===== config.mk =====
export PLATFORM = sky130hd
export DESIGN_NAME = mac16_mult_seq_flat
export DESIGN_NICKNAME = d
export VERILOG_FILES = /design/src/rtl/mac16_mult_seq_pkg.sv /design/src/rtl/mac16_mult_seq_if.sv /design/src/rtl/mac16_mult_seq_mac17x17.sv /design/src/rtl/mac16_mult_seq.sv /design/src/flat_wrapper.sv
export SDC_FILE = /design/constraint.sdc
export NUM_CORES = 1
export LEC_CHECK = 0
export CORE_MARGIN = 2
export CORE_UTILIZATION = 45
export DETAILED_ROUTE_END_ITERATION = 6
export PLACE_DENSITY = 0.61
export RECOVER_POWER = 100
export SETUP_SLACK_MARGIN = 0.1
export SYNTH_ARGS = -nofsm -noshare
export SYNTH_HDL_FRONTEND = slang
export SYNTH_HIERARCHICAL = 1
export SYNTH_SLANG_ARGS = --single-unit

===== constraint.sdc =====
create_clock -name clk_i -period 11.1 [get_ports clk_i]
set_input_delay 2.22 -clock clk_i [delete_from_list [all_inputs] [get_ports clk_i]]
set_output_delay 2.22 -clock clk_i [all_outputs]
set_load 0.02 [all_outputs]

===== src/rtl/mac16_mult_seq_pkg.sv =====
// Shared types and widths for the sequential RV32M multiplier.
// The MAC sub-module and the sequencer both import this package.
package mult_seq_pkg;

  localparam int HALF_W = 16;
  localparam int MAC_W  = 35;

  typedef enum logic [1:0] {
    MUL    = 2'd0,
    MULH   = 2'd1,
    MULHSU = 2'd2,
    MULHU  = 2'd3
  } mul_op_e;

  typedef enum logic [2:0] {
    IDLE = 3'd0,
    ALBL = 3'd1,
    ALBH = 3'd2,
    AHBL = 3'd3,
    AHBH = 3'd4,
    DONE = 3'd5
  } mult_state_e;

endpackage


===== src/rtl/mac16_mult_seq_if.sv =====
// Request/response bundle between issue, the multiplier and writeback.
// A transfer happens on a rising edge where valid and ready are both high; valid never waits for ready.
interface mac16_mult_seq_if;
  import mult_seq_pkg::*;

  logic          req_valid_i;
  logic          req_ready_o;
  mul_op_e       op_i;
  logic [31:0]   op_a_i;
  logic [31:0]   op_b_i;
  logic          kill_i;
  logic          resp_valid_o;
  logic          resp_ready_i;
  logic [31:0]   result_o;
  logic          busy_o;

  modport master (
    output req_valid_i, op_i, op_a_i, op_b_i, kill_i, resp_ready_i,
    input  req_ready_o, resp_valid_o, result_o, busy_o
  );

  modport slave (
    input  req_valid_i, op_i, op_a_i, op_b_i, kill_i, resp_ready_i,
    output req_ready_o, resp_valid_o, result_o, busy_o
  );

endinterface


===== src/rtl/mac16_mult_seq_mac17x17.sv =====
// Combinational 17x17 signed multiply-accumulate: p = sext17(x,sx) * sext17(y,sy) + acc.
// The accumulator never overflows because every partial sum stays below 2^34 in magnitude.
module mac17x17
  import mult_seq_pkg::*;
(
  input  logic [HALF_W-1:0]       x,
  input  logic                    sx,
  input  logic [HALF_W-1:0]       y,
  input  logic                    sy,
  input  logic signed [MAC_W-1:0] acc,
  output logic signed [MAC_W-1:0] p
);

  logic signed [HALF_W:0]       xs;
  logic signed [HALF_W:0]       ys;
  logic signed [2*HALF_W+1:0]   prod;

  assign xs   = {sx & x[HALF_W-1], x};
  assign ys   = {sy & y[HALF_W-1], y};
  assign prod = xs * ys;
  assign p    = {prod[2*HALF_W+1], prod} + acc;

endmodule


===== src/rtl/mac16_mult_seq.sv =====
// Sequencer walking the four 16x16 partial products on one shared MAC.
// m_q carries the running sum at weight 2^16; lo_q collects the low result word.
module mac16_mult_seq
  import mult_seq_pkg::*;
#(
  parameter bit MulEarlyDone = 1'b1
) (
  input  logic           clk_i,
  input  logic           rst_ni,
  mac16_mult_seq_if.slave bus,
  output mult_state_e    dbg_state
);

  mult_state_e state_q, state_d;

  mul_op_e                 op_q;
  logic [31:0]             a_q, b_q, lo_q, result_q;
  logic                    sign_a_q, sign_b_q;
  logic signed [MAC_W-1:0] m_q;

  logic [HALF_W-1:0]       mac_x, mac_y;
  logic                    mac_sx, mac_sy;
  logic signed [MAC_W-1:0] mac_acc, mac_p;
  logic                    early_done;

  assign early_done = MulEarlyDone && (op_q == MUL);

  mac17x17 u_mac (
    .x   (mac_x),
    .sx  (mac_sx),
    .y   (mac_y),
    .sy  (mac_sy),
    .acc (mac_acc),
    .p   (mac_p)
  );

  always_ff @(posedge clk_i or negedge rst_ni) begin
    if (!rst_ni) begin
      state_q <= IDLE;
    end else begin
      state_q <= state_d;
    end
  end

  always_comb begin
    state_d = state_q;
    mac_x   = '0;
    mac_sx  = 1'b0;
    mac_y   = '0;
    mac_sy  = 1'b0;
    mac_acc = '0;
    case (state_q)
      IDLE: if (bus.req_valid_i) state_d = ALBL;
      ALBL: begin
        mac_x   = a_q[15:0];
        mac_y   = b_q[15:0];
        state_d = ALBH;
      end
      ALBH: begin
        mac_x   = a_q[15:0];
        mac_y   = b_q[31:16];
        mac_sy  = sign_b_q;
        mac_acc = m_q;
        state_d = AHBL;
      end
      AHBL: begin
        mac_x   = a_q[31:16];
        mac_sx  = sign_a_q;
        mac_y   = b_q[15:0];
        mac_acc = m_q;
        state_d = early_done ? DONE : AHBH;
      end
      AHBH: begin
        mac_x   = a_q[31:16];
        mac_sx  = sign_a_q;
        mac_y   = b_q[31:16];
        mac_sy  = sign_b_q;
        mac_acc = m_q >>> 16;
        state_d = DONE;
      end
      DONE: if (bus.resp_ready_i) state_d = IDLE;
      default: state_d = IDLE;
    endcase
    // A flush beats both the response handshake and any state advance.
    if (state_q != IDLE && bus.kill_i) state_d = IDLE;
  end

  always_ff @(posedge clk_i or negedge rst_ni) begin
    if (!rst_ni) begin
      op_q     <= MUL;
      a_q      <= '0;
      b_q      <= '0;
      sign_a_q <= 1'b0;
      sign_b_q <= 1'b0;
      m_q      <= '0;
      lo_q     <= '0;
      result_q <= '0;
    end else if (state_q == IDLE) begin
      if (bus.req_valid_i) begin
        op_q     <= bus.op_i;
        a_q      <= bus.op_a_i;
        b_q      <= bus.op_b_i;
        sign_a_q <= (bus.op_i == MULH) || (bus.op_i == MULHSU);
        sign_b_q <= (bus.op_i == MULH);
      end
    end else if (!bus.kill_i) begin
      case (state_q)
        ALBL: begin
          lo_q[15:0] <= mac_p[15:0];
          m_q        <= {19'b0, mac_p[31:16]};
        end
        ALBH: m_q <= mac_p;
        AHBL: begin
          m_q         <= mac_p;
          lo_q[31:16] <= mac_p[15:0];
          if (early_done) result_q <= {mac_p[15:0], lo_q[15:0]};
        end
        AHBH: result_q <= (op_q == MUL) ? lo_q : mac_p[31:0];
        default: ;
      endcase
    end
  end

  assign bus.req_ready_o  = (state_q == IDLE);
  assign bus.resp_valid_o = (state_q == DONE);
  assign bus.busy_o       = (state_q != IDLE);
  assign bus.result_o     = result_q;
  assign dbg_state        = state_q;

endmodule

===== src/flat_wrapper.sv =====
// flat-port wrapper written by rule: the top's interface ports become plain ports
module mac16_mult_seq_flat import mult_seq_pkg::*;
#(
  parameter bit MulEarlyDone = 1'b1
)
  (clk_i, rst_ni, dbg_state, bus_req_valid_i, bus_op_i, bus_op_a_i, bus_op_b_i, bus_kill_i, bus_resp_ready_i, bus_req_ready_o, bus_resp_valid_o, bus_result_o, bus_busy_o);
  mac16_mult_seq_if bus_i ();
  input  logic clk_i;
  input  logic rst_ni;
  output mult_state_e dbg_state;
  input wire logic [$bits(bus_i.req_valid_i)-1:0] bus_req_valid_i;
  input wire logic [$bits(bus_i.op_i)-1:0] bus_op_i;
  input wire logic [$bits(bus_i.op_a_i)-1:0] bus_op_a_i;
  input wire logic [$bits(bus_i.op_b_i)-1:0] bus_op_b_i;
  input wire logic [$bits(bus_i.kill_i)-1:0] bus_kill_i;
  input wire logic [$bits(bus_i.resp_ready_i)-1:0] bus_resp_ready_i;
  output wire logic [$bits(bus_i.req_ready_o)-1:0] bus_req_ready_o;
  output wire logic [$bits(bus_i.resp_valid_o)-1:0] bus_resp_valid_o;
  output wire logic [$bits(bus_i.result_o)-1:0] bus_result_o;
  output wire logic [$bits(bus_i.busy_o)-1:0] bus_busy_o;
  assign bus_i.req_valid_i = bus_req_valid_i;
  assign bus_i.op_i = bus_op_i;
  assign bus_i.op_a_i = bus_op_a_i;
  assign bus_i.op_b_i = bus_op_b_i;
  assign bus_i.kill_i = bus_kill_i;
  assign bus_i.resp_ready_i = bus_resp_ready_i;
  assign bus_req_ready_o = bus_i.req_ready_o;
  assign bus_resp_valid_o = bus_i.resp_valid_o;
  assign bus_result_o = bus_i.result_o;
  assign bus_busy_o = bus_i.busy_o;
  mac16_mult_seq #(.MulEarlyDone(MulEarlyDone)) u_core (.clk_i(clk_i), .rst_ni(rst_ni), .bus(bus_i), .dbg_state(dbg_state));
endmodule

# Word level (Yosys, flattened, before mapping)
# Cells that the tools add are included.
[op_classes] add_sub_neg=1 n_mul=1 eq_ne=10 mux=14 bitwise=4 reduce_logical=18
[op_table] operator="$pmux 35 s2" n=2
[op_table] operator="$mux 32" n=2
[op_table] operator="$pmux 16 s2" n=2
[op_table] operator="$pmux 32 s2" n=1
[op_table] operator="$add 35x35->35" n=1
[op_table] operator="$mul 17x17->34" n=1
[op_table] operator="$pmux 3 s6" n=1
[op_table] operator="$reduce_or 2->1" n=5
[op_table] operator="$mux 3" n=3
[op_table] operator="$reduce_and 3->1" n=3
[op_table] operator="$eq 3x2->1 const B" n=2
[op_table] operator="$eq 3x3->1 const B" n=2
[op_table] operator="$ne 3x2->1 const B" n=2
[op_table] operator="$reduce_and 2->1" n=2
[op_table] operator="$reduce_and 4->1" n=1
[op_table] operator="$reduce_bool 2->1" n=2
[op_table] operator="$eq 3x1->1 const B" n=1
[op_table] operator="$logic_not 3->1" n=1
[op_table] operator="$mux 1" n=3
[op_table] operator="$reduce_bool 3->1" n=1
[op_table] operator="$and 1x1->1" n=2
[op_table] operator="$eq 2x1->1 const B" n=1
[op_table] operator="$eq 2x2->1 const B" n=1
[op_table] operator="$logic_not 2->1" n=1
[op_table] operator="other kinds (4)" n=5
[totals] ff_bits=170 inputBits=71

# Depth between registers and ports, before layout
[depth] word_depth=8 mapped_depth=41 ltp_nobuf=38

# Cells and area by module
# Netlist, hierarchy kept.
[by_module_without_submodules] mod="mac17x17" n_inst=1 cells_each=1427 area_each_um2=12578.3 seq_area_each_um2=0.0
[by_module_without_submodules] mod="mac16_mult_seq" n_inst=1 cells_each=765 area_each_um2=7887.6 seq_area_each_um2=4254.1

# Least setup slack after synthesis
# Ideal clock, no wire load.
[synth_path] path_type="register to register" start="register u_core.state_q[2] (netlist: u_core/dbg_state[2])" end="register u_core.result_q[30] (netlist: u_core/bus.result_o[30])" t_arrival_ns=8.769 slack_ns=2.206 path_stages_with_launch=40 cell_sequence="dfrtp_1 -> buf_2 -> xnor2_1 -> nor2_1 -> buf_2 -> a22o_1 -> clkbuf_1 -> clkbuf_1 -> nand2_1 -> fa_1 -> inv_1 -> fa_1 -> inv_1 -> fa_1 -> inv_1 -> fa_1 -> fa_1 -> inv_1 -> [4 not listed] -> o21bai_1 -> a2111oi_2 -> o31ai_1 -> o21ai_0 -> o2bb2ai_1 -> xnor2_1 -> ha_1 -> nand3_1 -> nor2_1 -> o2111ai_1 -> a31oi_1 -> a211oi_2 -> o31a_2 -> nor2b_1 -> xnor2_1 -> mux2i_1 -> a21oi_1 -> mux2_2"
[synth_between] elab_cells_between_ends=26 cone_classes="1 x add/sub; 1 x mul; 5 x eq/ne; 8 x mux; 3 x bitwise; 8 x reduce/logical"
[synth_rtl] element="start: declaration" line_no="mac16_mult_seq.sv:14" source="mult_state_e state_q, state_d;"
[synth_rtl] element="start signal: assignment" line_no="mac16_mult_seq.sv:41" source="state_q <= state_d;"
[synth_rtl] element="$eq 3x2->1, or another cell as far along" line_no="mac16_mult_seq.sv:52" source="case (state_q)"
[synth_rtl] element="$reduce_or 2->1 (no line)"
[synth_rtl] element="$pmux 16 s2 *" line_no="mac16_mult_seq.sv:52"
[synth_rtl] element="via u_core.mac_y[8]" line_no="mac16_mult_seq.sv:21" source="logic [HALF_W-1:0] mac_x, mac_y;"
[synth_rtl] element="$mul 17x17->34 *" line_no="mac16_mult_seq_mac17x17.sv:20" source="assign prod = xs * ys;"
[synth_rtl] element="$add 35x35->35 *" line_no="mac16_mult_seq_mac17x17.sv:21" source="assign p = {prod[2*HALF_W+1], prod} + acc;"
[synth_rtl] element="via u_core.mac_p[30]" line_no="mac16_mult_seq.sv:23" source="logic signed [MAC_W-1:0] mac_acc, mac_p;"
[synth_rtl] element="$mux 32 *" line_no="mac16_mult_seq.sv:118" source="AHBH: result_q <= (op_q == MUL) ? lo_q : mac_p[31:0];"
[synth_rtl] element="$pmux 32 s2 *" line_no="mac16_mult_seq.sv:107" source="case (state_q)"
[synth_rtl] element="end signal: assignment" line_no="mac16_mult_seq.sv:116" source="if (early_done) result_q <= {mac_p[15:0], lo_q[15:0]};"
[synth_rtl] element="end signal: assignment" line_no="mac16_mult_seq.sv:118"
[synth_rtl] element="end: declaration" line_no="mac16_mult_seq.sv:17" source="logic [31:0] a_q, b_q, lo_q, result_q;"
# The timed path passes the listed nets; every way through them passes the cells marked *. The select of a mux whose other input is x is not followed.
# A chain may end at the register's enable or synchronous reset.

# Worst setup path in the final report
[layout_path] start="register u_core.state_q[0] (netlist: u_core/dbg_state[0])" end="register u_core.result_q[31] (netlist: u_core/bus.result_o[31])"
[layout_between] elab_cells_between_ends=26 cone_classes="1 x add/sub; 1 x mul; 5 x eq/ne; 8 x mux; 3 x bitwise; 8 x reduce/logical"
[layout_rtl] element="$eq 3x2->1, or another cell as far along" line_no="mac16_mult_seq.sv:52"
[layout_rtl] element="$reduce_or 2->1 (no line)"
[layout_rtl] element="$pmux 16 s2 *" line_no="mac16_mult_seq.sv:52"
[layout_rtl] element="via u_core.mac_x[8]" line_no="mac16_mult_seq.sv:21"
[layout_rtl] element="$mul 17x17->34 *" line_no="mac16_mult_seq_mac17x17.sv:20"
[layout_rtl] element="$add 35x35->35 *" line_no="mac16_mult_seq_mac17x17.sv:21"
[layout_rtl] element="via u_core.mac_p[31]" line_no="mac16_mult_seq.sv:23"
[layout_rtl] element="$mux 32 *" line_no="mac16_mult_seq.sv:118"
[layout_rtl] element="$pmux 32 s2 *" line_no="mac16_mult_seq.sv:107"
# Marks and branches as above.

==> results.md <==
* First-pass GRT wire length at between 80000 and 90000 um
* Final setup viols at 0
* FMAX at approximately 0.1 GHz
* Gpl congestion at roughly 0.92
* I/O pin cnt at between 100 and 150
* Reg2Reg Depth at 34
* H-tree levels at 4
* Met2 usage at around 37%
* Setup TNS at 0 ns
* Core ar. at around 45000 um2
* Die Y at 217 um
* Setup bufs post-CTS at 0
* Final hold vios at 0
* Hold Path Class: flop to flop
* Share of post-route cells with drive strength above 1 at roughly 6.4%
* Initial antenna violation count at 0
* I/O Buffers at 108
* Crit path max fanout at 17
* CTS tree: built
* CTS root buf: clkbuf_16
* Sequential-to-total area share from yosys stat at between 20% and 30%
* Initial DRC Count at 972
* Post-CTS resize count at 0
* Final Skew at roughly 0.018 ns
* First drt pass iteration count at 7
* CTS Sinks at 170
* Hold Startpoint: u_core/sign_b_q$_DFFE_PN0P_
* EDFF count, synth at 0
* Deepest clock path buffer count at 2
* Largest net degree at the start of global routing at 100
* Post-synth ARST share at 100%
* Overall Global Routing Usage at between 20% and 30%
* Startpoint Class: flop
* Total CTS buffers at 17
* Max cap viols at 5
* Die area at approximately 47000 um2
* Slowest stage delay, CP at about 0.71 ns
* Wire per inst at ~18 um
* Syn nets at 2683
* Skew-Pair Late Insertion Delay at 0.45 ns
* Post-Syn Area at just over 20000 um2
* Status: finished with violations
* DRT antenna net count at 0
* Grt total ovfl at 0
* Site Rows at 78
* Reg2reg setup slack at roughly 0.88 ns
* Cell variety after synth at 70
* Worst Hold Path EP: u_core/sign_b_q$_DFFE_PN0P_
* Top_reg_cell synth: dfrtp_1
* Syn Inst Count at about 2200
* Worst slew pin tran at ~5.2 ns
* Vias in the first global route at 16000
* # fillers at ~4300
* CP most frequent cell: fa_1
* Yosys warns at 6
* CP endpoint kind: flop
* Post-DP HPWL at just over 40000 um
* Period minus WS final at 10.22 ns
* Max-slew violations at between 200 and 300
* Crit Path Category: flop to flop
* Failing checks: design-rule violations, max-capacitance violations, max-slew violations
* FF+latch count, synth at 170
* Die width at around 220 um
* Worst path slowest cell: a22o_1
* Via-to-Cell Ratio at approximately 5.3
* Worst slew margin at -246%
* Arrival time worst endpoint at 10.54 ns
* Grt met3 use at roughly 2.6%
* Grt peak-use layer: met2
* Tcrit/Tclk final at between 90% and 100%
* GR Util met1 at about a third
* RR Startpoint: u_core/dbg_state[0]$_DFFE_PN0P_
* Starting Density at 45.4%
* Worst EP required at between 10 and 15 ns
* Syn avg cell area at between 9 and 10 um2
* Hold path depth at 2
* Worst reg2reg path endpoint: u_core/bus.result_o[31]$_DFFE_PN0P_
* DR DRC count at 7
* Clock-pin slew on the worst setup and hold paths at 0.07 ns
* Synthesis-to-layout area growth at 10.5%
* RSZ-0062 raised after global routing: no
* Hold-fix buffers, CTS at 0
* Via Count at 15100
* Fin nets at ~2700
* Post-Route WL at between 50000 and 60000 um
## worst max-delay path: cells and delay by family, from the launching register on
kind	cells	cell delay, ns
xor+xnor	3	0.45
flops	1	0.64
buf+inv	5	0.57
compound gates	9	2.86
mux	2	0.44
simple gates	7	1.59
fa+ha+maj	8	3.53
## metrics by stage
stage | cell area, um2 | hold slack [ns] | utilization, % | setup WS, ns | cells
after floorplan | 20500 | 0.437 | - | 2.21 | 2192
after global placement | 22100 | 0.458 | 49.0 | 1.38 | 2833
after detailed placement | 22100 | 0.463 | 49.0 | 1.11 | 2833
after CTS | 22800 | 0.480 | 50.5 | 1.08 | 2865
after global routing | 22600 | 0.498 | 50.2 | 0.172 | 2865
final | 22600 | 0.477 | 50.2 | 0.877 | 2866
## routing by layer
layer / vias to the layer above / routed length, um
li1: 7007 / -
met1: 7627 / 24200
met2: 353 / 25000
met4: 0 / 1150
met3: 68 / 1960
met5: - / 0
## worst max-delay path by stage
| stage | from | end | slack (ns) | cells past startpoint |
|---|---|---|---|---|
| after detailed placement | u_core/dbg_state[1]$_DFFE_PN0P_ | u_core/bus.result_o[30]$_DFFE_PN0P_ | 1.11 | 33 |
| after CTS | u_core/dbg_state[1]$_DFFE_PN0P_ | u_core/bus.result_o[30]$_DFFE_PN0P_ | 1.08 | 34 |
| after global placement | u_core/dbg_state[2]$_DFFE_PN0P_ | u_core/bus.result_o[30]$_DFFE_PN0P_ | 1.38 | 34 |
| after floorplan | u_core/dbg_state[2]$_DFFE_PN0P_ | u_core/bus.result_o[30]$_DFFE_PN0P_ | 2.21 | 39 |
| final | u_core/dbg_state[0]$_DFFE_PN0P_ | u_core/bus.result_o[31]$_DFFE_PN0P_ | 0.88 | 34 |
| after global routing | u_core/dbg_state[1]$_DFFE_PN0P_ | u_core/m_q[34]$_DFFE_PN0P_ | 0.17 | 34 |
## state kept, by name, indices dropped and copies added (netlist names)
name,flops
u_core/sign_a_q,1
u_core/lo_q,32
u_core/dbg_state,3
u_core/a_q,32
u_core/op_q,2
u_core/m_q,35
u_core/b_q,32
u_core/sign_b_q,1
u_core/bus.result_o,32
## final cells by class
type	count	area, um2	share of cell area (%)
flip-flops and latches	170	4250	18.8
multi-input cells	1596	14500	64.0
diodes	1	2.50	0.0111
repair buffers	135	1260	5.55
clock buffers	17	425	1.88
inverters	332	1250	5.51
clock inverters	15	214	0.946
well taps	600	751	3.32
## cells in the final DEF (no fill, tap or decap), drive strengths merged, types with 50 or more instances in the layout
cell type,count
and2,142
a22o,50
nor2,75
nand2,418
ha,123
o21ai,67
dfrtp,170
inv,343
a21oi,78
mux2,80
fa,297
clkdlybuf4s50,67
a21o,50
xnor2,57
## cell families after synthesis
| kind of cell | count (synthesis) | synth area share (%) |
|---|---|---|
| AND/OR/NAND/NOR | 704 | 15.7 |
| XOR/XNOR | 68 | 2.91 |
| flip-flops | 170 | 20.8 |
| multiplexers | 113 | 6.20 |
| adder cells (fa/ha/maj) | 420 | 36.6 |
| buffers and inverters | 426 | 8.13 |
| AO/OA/AOI/OAI | 291 | 9.66 |
## synth_stat cells, types with 2 or more instances
library cell / number / area (um2)
a21oi_1: 78 / 390
a211oi_2: 2 / 25.0
buf_6: 3 / 33.8
nand4b_1: 2 / 17.5
o21ai_1: 3 / 15.0
nand2_1: 418 / 1570
dfrtp_1: 170 / 4250
or3_1: 3 / 18.8
nand3_1: 6 / 30.0
nor3_1: 9 / 45.0
buf_4: 5 / 37.5
mux2i_1: 33 / 330
nand3b_1: 3 / 22.5
and3_1: 10 / 62.6
clkbuf_1: 64 / 240
nor3b_1: 4 / 30.0
o21a_1: 3 / 22.5
o211ai_1: 4 / 30.0
ha_1: 123 / 1540
buf_1: 3 / 11.3
a31oi_1: 3 / 18.8
a211oi_1: 2 / 15.0
o21bai_1: 11 / 82.6
o31ai_1: 2 / 15.0
nand2b_1: 7 / 43.8
a221o_1: 2 / 20.0
o22ai_1: 2 / 12.5
xnor2_1: 57 / 499
mux2_4: 10 / 150
nor2_1: 73 / 274
mux2_1: 3 / 33.8
nand4_1: 6 / 37.5
inv_1: 331 / 1240
buf_2: 19 / 95.1
xor2_1: 11 / 96.3
mux2_2: 67 / 754
o21ai_0: 64 / 320
fa_1: 297 / 5950
a22o_1: 50 / 438
nor2b_1: 4 / 25.0
a21o_1: 49 / 368
or2_2: 7 / 43.8
and2_1: 142 / 888
Power is left out: the tool's default activity adds up to more than one toggle a clock period on the data nets, which glitch-free logic cannot reach.
